[config.mk]
export PLATFORM = sky130hd
export DESIGN_NAME = bsg_axil_master_arbiter
export DESIGN_NICKNAME = d
export VERILOG_FILES = /design/src/rtl/bsg_axil_master_arbiter.sv
export SDC_FILE = /design/constraint.sdc
export NUM_CORES = 1
export LEC_CHECK = 0
export CAP_MARGIN = 5
export CORE_MARGIN = 8
export CORE_UTILIZATION = 38
export CTS_CLUSTER_DIAMETER = 60
export DETAILED_ROUTE_END_ITERATION = 12
export PLACE_DENSITY = 0.84
export SYNTH_ARGS = -nofsm -noshare
export SYNTH_HDL_FRONTEND = slang
export SYNTH_SLANG_ARGS = --single-unit
export TNS_END_PERCENT = 10
[constraint.sdc]
create_clock -name aclk_i -period 2.4 [get_ports aclk_i]
set_input_delay 0.36 -clock aclk_i [delete_from_list [all_inputs] [get_ports aclk_i]]
set_output_delay 0.36 -clock aclk_i [all_outputs]
set_load 0.1 [all_outputs]
[src/rtl/bsg_axil_master_arbiter.sv]
// Round-robin arbiter that shares one AXI4-Lite master port among several
// valid/ready clients. Only one transaction is in flight at a time. The
// granted client's response is returned on a shared data/err bus, and
// resp_v_o marks the owner with a one-hot bit.
module bsg_axil_master_arbiter #(
   parameter int num_clients_p = 2,
   parameter int addr_width_p  = 32,
   parameter int data_width_p  = 32
) (
   input  logic                                    aclk_i,
   input  logic                                    aresetn_i,

   input  logic [num_clients_p-1:0]                cmd_v_i,
   input  logic [num_clients_p-1:0]                cmd_w_i,
   input  logic [num_clients_p*addr_width_p-1:0]   cmd_addr_i,
   input  logic [num_clients_p*data_width_p-1:0]   cmd_data_i,
   input  logic [num_clients_p*data_width_p/8-1:0] cmd_strb_i,
   output logic [num_clients_p-1:0]                cmd_ready_and_o,

   output logic [num_clients_p-1:0]                resp_v_o,
   output logic [data_width_p-1:0]                 resp_data_o,
   output logic [1:0]                              resp_err_o,
   input  logic [num_clients_p-1:0]                resp_ready_and_i,

   output logic [addr_width_p-1:0]                 awaddr_o,
   output logic [2:0]                              awprot_o,
   output logic                                    awvalid_o,
   input  logic                                    awready_i,

   output logic [data_width_p-1:0]                 wdata_o,
   output logic [data_width_p/8-1:0]               wstrb_o,
   output logic                                    wvalid_o,
   input  logic                                    wready_i,

   input  logic [1:0]                              bresp_i,
   input  logic                                    bvalid_i,
   output logic                                    bready_o,

   output logic [addr_width_p-1:0]                 araddr_o,
   output logic [2:0]                              arprot_o,
   output logic                                    arvalid_o,
   input  logic                                    arready_i,

   input  logic [data_width_p-1:0]                 rdata_i,
   input  logic [1:0]                              rresp_i,
   input  logic                                    rvalid_i,
   output logic                                    rready_o
);

   localparam int strb_width_lp = data_width_p / 8;
   localparam int id_width_lp   = (num_clients_p > 1) ? $clog2(num_clients_p) : 1;
   localparam int cand_width_lp = id_width_lp + 1;

   typedef enum logic [2:0] {IDLE, WRITE, BRESP, READ, RDATA, RESP} state_e;

   state_e                     state_q;
   logic [id_width_lp-1:0]     rr_q;
   logic [id_width_lp-1:0]     owner_q;
   logic [addr_width_p-1:0]    addr_q;
   logic [data_width_p-1:0]    data_q;
   logic [strb_width_lp-1:0]   strb_q;
   logic                       awvalid_q, wvalid_q, aw_done_q, w_done_q;
   logic                       bready_q, arvalid_q, rready_q;
   logic [num_clients_p-1:0]   resp_v_q;
   logic [data_width_p-1:0]    resp_data_q;
   logic [1:0]                 resp_err_q;

   // Per-client views of the packed command buses.
   logic [addr_width_p-1:0]  addr_a [num_clients_p];
   logic [data_width_p-1:0]  data_a [num_clients_p];
   logic [strb_width_lp-1:0] strb_a [num_clients_p];

   for (genvar i = 0; i < num_clients_p; i++) begin : g_unpack
      assign addr_a[i] = cmd_addr_i[i*addr_width_p +: addr_width_p];
      assign data_a[i] = cmd_data_i[i*data_width_p +: data_width_p];
      assign strb_a[i] = cmd_strb_i[i*strb_width_lp +: strb_width_lp];
   end

   logic                   grant_v;
   logic [id_width_lp-1:0] grant_id;
   logic [cand_width_lp-1:0] cand;

   // Pick the first requester at or after the rr pointer, wrapping around.
   always_comb begin
      // NOTE: every variable gets a default before the loop so that no path leaves it unassigned (which would infer a latch).
      grant_v  = 1'b0;
      grant_id = '0;
      cand     = '0;
      for (int i = 0; i < num_clients_p; i++) begin
         cand = {1'b0, rr_q} + cand_width_lp'(i);
         if (cand >= cand_width_lp'(num_clients_p))
            cand = cand - cand_width_lp'(num_clients_p);
         if (!grant_v && cmd_v_i[cand[id_width_lp-1:0]]) begin
            grant_v  = 1'b1;
            grant_id = cand[id_width_lp-1:0];
         end
      end
   end

   // The accept is combinational and only in IDLE. It is held low while reset is asserted.
   always_comb begin
      cmd_ready_and_o = '0;
      if (aresetn_i && state_q == IDLE && grant_v)
         cmd_ready_and_o[grant_id] = 1'b1;
   end

   logic [num_clients_p-1:0] owner_oh;
   logic                     aw_done_n, w_done_n;

   // Decode the owner to one-hot and merge each channel's handshake into its sticky done flag.
   always_comb begin
      owner_oh          = '0;
      owner_oh[owner_q] = 1'b1;
      aw_done_n         = aw_done_q | (awvalid_q & awready_i);
      w_done_n          = w_done_q  | (wvalid_q  & wready_i);
   end

   // Transaction FSM. All AXI and response outputs are registered here.
   always_ff @(posedge aclk_i or negedge aresetn_i) begin
      if (!aresetn_i) begin
         state_q     <= IDLE;
         rr_q        <= '0;
         owner_q     <= '0;
         addr_q      <= '0;
         data_q      <= '0;
         strb_q      <= '0;
         awvalid_q   <= 1'b0;
         wvalid_q    <= 1'b0;
         aw_done_q   <= 1'b0;
         w_done_q    <= 1'b0;
         bready_q    <= 1'b0;
         arvalid_q   <= 1'b0;
         rready_q    <= 1'b0;
         resp_v_q    <= '0;
         resp_data_q <= '0;
         resp_err_q  <= '0;
      end else begin
         // NOTE: state is updated with non-blocking assignments so every flop samples pre-edge values.
         case (state_q)
            IDLE: if (grant_v) begin
               owner_q <= grant_id;
               addr_q  <= addr_a[grant_id];
               data_q  <= data_a[grant_id];
               strb_q  <= strb_a[grant_id];
               if (cmd_w_i[grant_id]) begin
                  awvalid_q <= 1'b1;
                  wvalid_q  <= 1'b1;
                  aw_done_q <= 1'b0;
                  w_done_q  <= 1'b0;
                  state_q   <= WRITE;
               end else begin
                  arvalid_q <= 1'b1;
                  state_q   <= READ;
               end
            end
            WRITE: begin
               if (awready_i) awvalid_q <= 1'b0;
               if (wready_i)  wvalid_q  <= 1'b0;
               aw_done_q <= aw_done_n;
               w_done_q  <= w_done_n;
               if (aw_done_n && w_done_n) begin
                  bready_q <= 1'b1;
                  state_q  <= BRESP;
               end
            end
            BRESP: if (bvalid_i) begin
               bready_q    <= 1'b0;
               resp_err_q  <= bresp_i;
               resp_data_q <= '0;
               resp_v_q    <= owner_oh;
               state_q     <= RESP;
            end
            READ: if (arready_i) begin
               arvalid_q <= 1'b0;
               rready_q  <= 1'b1;
               state_q   <= RDATA;
            end
            RDATA: if (rvalid_i) begin
               rready_q    <= 1'b0;
               resp_data_q <= rdata_i;
               resp_err_q  <= rresp_i;
               resp_v_q    <= owner_oh;
               state_q     <= RESP;
            end
            RESP: if (resp_ready_and_i[owner_q]) begin
               resp_v_q <= '0;
               rr_q     <= (owner_q == id_width_lp'(num_clients_p - 1)) ? '0 : owner_q + 1'b1;
               state_q  <= IDLE;
            end
            default: state_q <= IDLE;
         endcase
      end
   end

   assign awaddr_o    = addr_q;
   assign araddr_o    = addr_q;
   assign awprot_o    = 3'b000;
   assign arprot_o    = 3'b000;
   assign awvalid_o   = awvalid_q;
   assign wdata_o     = data_q;
   assign wstrb_o     = strb_q;
   assign wvalid_o    = wvalid_q;
   assign bready_o    = bready_q;
   assign arvalid_o   = arvalid_q;
   assign rready_o    = rready_q;
   assign resp_v_o    = resp_v_q;
   assign resp_data_o = resp_data_q;
   assign resp_err_o  = resp_err_q;

endmodule
=== Yosys cells after proc, flatten, opt, wreduce, memory -nomap -nowiden ===
Cells that the tools add are included.

* Register bits after elaboration: 116
* Output and inout port bits: 149

* $add $sub $neg: 4
* $lt $le $gt $ge: 9
* Equal/unequal tests: 15
* Muxes and demuxes: 67
* Bitwise gates (word level): 5
* Reduce and logical (&&, ||, !) cells: 25

{| class="wikitable"
|+ Operators by type and width
! cell !! count
|-
| $mux W32 || 8
|-
| $pmux W32 S2 || 1
|-
| $mux W1 || 30
|-
| $mux W3 || 6
|-
| $ne A2 B2 Y1 const B || 9
|-
| $pmux W3 S6 || 1
|-
| $reduce_and A4 Y1 || 4
|-
| $mux W2 || 7
|-
| $pmux W1 S2 || 7
|-
| $mux W4 || 3
|-
| $reduce_and A3 Y1 || 4
|-
| $reduce_bool A2 Y1 || 5
|-
| $lt A1 B2 Y1 const B || 4
|-
| $eq A3 B2 Y1 const B || 2
|-
| $eq A3 B3 Y1 const B || 2
|-
| $logic_and A1 B1 Y1 || 6
|-
| $pmux W2 S3 || 1
|-
| $reduce_and A6 Y1 || 1
|-
| $ge A2 B2 Y1 const B || 2
|-
| $pmux W2 S2 || 1
|-
| $reduce_and A2 Y1 || 2
|-
| $eq A3 B1 Y1 const B || 1
|-
| $logic_not A3 Y1 || 1
|-
| $reduce_bool A3 Y1 || 1
|-
| other kinds (11) || 16
|}

=== Logic depth before layout (Yosys ltp) ===
* Depth after elaboration: 13
* Depth in mapped cells: 8
* Gate-level depth less buffers: 4

=== Least setup slack after synthesis ===
No wires, ideal clock.

* Kind: reg2out
* From: reg state_q[1]
* To: out cmd_ready_and_o[1]
* Arrival time: 2284 ps
* Data required time: 2040 ps
* Setup slack: -244 ps
* Stages on the path, launching flop included: 6
* Path buffers: 2
* Cells stage by stage: dfrtp_1 -> buf_6 -> clkbuf_1 -> nor3_1 -> nand3_1 -> nor2_1

* Word-level cells in the longest chain between the ends: 4

{| class="wikitable"
|+ RTL lines
! element !! RTL line !! source
|-
| start: declaration || 56 || <nowiki>state_e state_q;</nowiki>
|-
| start signal: assignment || 121 || <nowiki>state_q <= IDLE;</nowiki>
|-
| start signal: assignment || 150 || <nowiki>state_q <= WRITE;</nowiki>
|-
| start signal: assignment || 153 || <nowiki>state_q <= READ;</nowiki>
|-
| $logic_not A3 Y1 || 103 || <nowiki>if (aresetn_i && state_q == IDLE && grant_v)</nowiki>
|-
| $logic_and A1 B1 Y1 (2 in series) || 103 ||
|-
| $mux W2 || 103 ||
|-
| end: declaration || 18 || <nowiki>output logic [num_clients_p-1:0] cmd_ready_and_o,</nowiki>
|}

No other way between the ends.

=== Worst setup path in the final report ===
* From: reg state_q[2]
* To: out cmd_ready_and_o[0]

Same word-level chain as after synthesis.

==> results.py <==
metrics = {
    "run_status": {
        "status": "finished clean",
    },
    "clock_tree": {
        "htree_levels": 4,
        "cts_buffer_depth": 2,
        "numCtsBuffers": 17,
        "insertion_delay_ps": 410,
        "root_buffer": "clkbuf_16",
        "cts.sinks": 116,
        "post_cts_buffers": 0,
        "tritoncts": "yes",
        "clk_pin_slew_ps": 50,
    },
    "synthesis": {
        "syn_area_per_cell_um2": 10.85,
        "synth-main-ff-cell": "dfrtp_1",
        "yosysSeqAreaShare": 0.5298,
        "ys_ff_latch": 116,
        "ys_types": 46,
        "ys_async_sr_fraction": 1.000,
        "synth-edff-count": 0,
        "synth_top_cells_by_count": "dfrtp_1, a21oi_1, nor2_1",
        "synth.top_cell.area_share": 0.5298,
        "syn-cell-area_mm2": 0.005479,
        "synthCells": 505,
        "yosysMostFrequentCell": "dfrtp_1",
        "synth_top_area_cell": "dfrtp_1",
        "synth.area.top_cells": "dfrtp_1, mux2i_1, a21oi_1, buf_4, a22o_1",
        "yosysWarnings": 0,
    },
    "cells_and_area": {
        "finalNetCount": 981,
        "diodes": 0,
        "syn_to_final_growth_pct": 63.28,
        "drive_above_1_share": 0.2522,
        "seqCellArea_mm2": 0.002903,
        "fill_cells": 1203,
        "multi_input_area_mm2": 0.002078,
        "instances_no_fill": 993,
    },
    "detailed_routing": {
        "detail_route.wl_per_cell_um": 19.06,
        "drt_wl_total_um": 18930,
        "dr.pass1.iters": 6,
        "vias": 4805,
        "drc": 0,
        "drtIter0Drc": 225,
        "viasPerCell": 4.839,
        "ant_nets": 0,
    },
    "floorplan": {
        "core_area_mm2": 0.01431,
        "num_io_pins": 334,
        "initial_core_util": 0.3828,
        "die_area_mm2": 0.01852,
        "die-height_um": 136.1,
        "rows": 44,
        "die_x_um": 136.1,
    },
    "global_routing": {
        "grt_pass1_vias": 4968,
        "grt-ovfl-total": 0,
        "grt_pass1_wl_um": 27770,
        "antenna_found_initial": 0,
        "grt_max_degree": 92,
        "groute.usage.overall": 0.1969,
    },
    "place": {
        "dp.cells": 960,
        "gp_congestion": 0.8023,
        "dp_hpwl_um": 14840,
        "portBuffers": 327,
    },
    "setup_path": {
        "cp_top_family": "flip-flops",
        "crit_type": "flip-flop to output pin",
        "slowest_stage": "dfrtp_1",
        "worst-path-buf-inv": 2,
        "worstPathArrival_ps": 1810,
        "end_kind": "output pin",
        "start_kind": "flip-flop",
        "crit_fanout": 12,
        "path_cells": "buf_4 -> nor3_2 -> o21a_4 -> and3_1 -> buf_12",
        "max_stage_delay_ps": 440,
        "worstPathRequired_ps": 2040,
    },
    "sta": {
        "finalSetupViolations": 0,
        "hold_ws_ps": 321.1,
        "relSlewSlack": 0.4402,
        "worstMarginPinSlew_ps": 839.6,
        "grt_setup_unrepaired": "false",
        "period_minus_slack_ps": 2167,
        "fmax_mhz": 461.4,
        "finalHoldViolations": 0,
        "fin_skew_ps": 6.590,
        "slew_viol_final": 0,
        "fin_crit_sh": 0.9030,
    },
    "worst_hold_path": {
        "holdCritPathClass": "primary input to asynchronous set/reset pin",
    },
    "flow_run": {
        "cap_violations": 0,
    },
}
-- final cells by class --
type | count | area share
flip-flops and latches | 116 | 0.3245
inverters | 8 | 0.003357
well taps | 184 | 0.02573
multi-input cells | 311 | 0.2323
clock inverters | 14 | 0.01958
clock buffers | 18 | 0.04909
repair buffers | 342 | 0.3455
-- worst paths after layout --
check / from / to / slack [ps] / cells after the start
max: state_q[2]$_DFFE_PN0P_ / cmd_ready_and_o[0] / 230 / 5
min: aresetn_i / state_q[2]$_DFFE_PN0P_ / 320 / 2
max reg2reg: state_q[1]$_DFFE_PN0P_ / resp_data_o[1]$_DFFE_PN0P_ / 340 / 5
min reg2reg: aw_done_q$_DFFE_PN0P_ / aw_done_q$_DFFE_PN0P_ / 500 / 1
max in group asynchronous: aresetn_i / wdata_o[8]$_DFFE_PN0P_ / 1060 / 3
min in group aclk_i: aw_done_q$_DFFE_PN0P_ / aw_done_q$_DFFE_PN0P_ / 500 / 1
-- sequential cells by signal, indices dropped and copies added (netlist names), 2 cells and up --
| name | count |
|---|---|
| resp_err_o | 2 |
| araddr_o | 32 |
| resp_data_o | 32 |
| resp_v_o | 2 |
| state_q | 3 |
| wdata_o | 32 |
| wstrb_o | 4 |
-- placed cells by master, fill, tap and decap left out, types with 3 or more instances in the layout --
cell type	n
buf_12	5
conb_1	6
mux2i_1	68
clkbuf_16	17
inv_6	3
nand2_1	4
nor2_1	72
inv_1	8
o21ai_1	3
dfrtp_1	116
o21ai_0	5
clkinv_4	3
bufinv_16	3
buf_4	153
clkdlybuf4s50_1	183
a22o_1	32
clkinvlp_4	3
a21oi_1	73
-- worst register-to-register path: cells and delay by family, from the launching register on --
family	cells	cell delay [ps]
DFF	1	490
and+or+nand+nor	2	670
AOI/OAI and AO/OA	2	520
buffers and inverters	1	280
-- through the flow --
step	TNS (ps)	worst slack, ps	util	area [µm²]
floorplan	-11.71	-11.71	-	5500
global placement	0	161.2	0.5810	8317
detailed placement	0	122.7	0.5810	8317
CTS	0	108.4	0.6247	8941
global route	0	116.1	0.6250	8946
finish	0	232.8	0.6250	8946
-- logic make-up after synthesis --
family | Yosys count | share of synthesized area
xor+xnor | 1 | 0.001599
other cells | 1 | 0.0006844
mux | 73 | 0.1352
compound gates | 131 | 0.1514
buf+inv | 83 | 0.09842
simple gates | 100 | 0.08290
flops | 116 | 0.5298
-- metal layers --
layer / GRT usage / wire length, µm / part of all wire / up-vias
met1: 0.2162 / 7075 / 0.37 / 2226
met2: 0.3329 / 9537 / 0.50 / 240
met5: 0 / 0 / 0 / -
li1: - / - / - / 2319
met3: 0.08241 / 1926 / 0.10 / 20
met4: 0.07505 / 391 / 0.021 / 0
-- timing repair --
| action | CTS | global route |
|---|---|---|
| resized for setup | 0 | 1 |
| hold endpoints to repair | 4 | 0 |
| setup endpoints to repair | 0 | 1 |
| hold buffers | 1 | 0 |
Power is left out: the tool's default activity adds up to more than one toggle a clock period on the data nets, which glitch-free logic cannot reach.
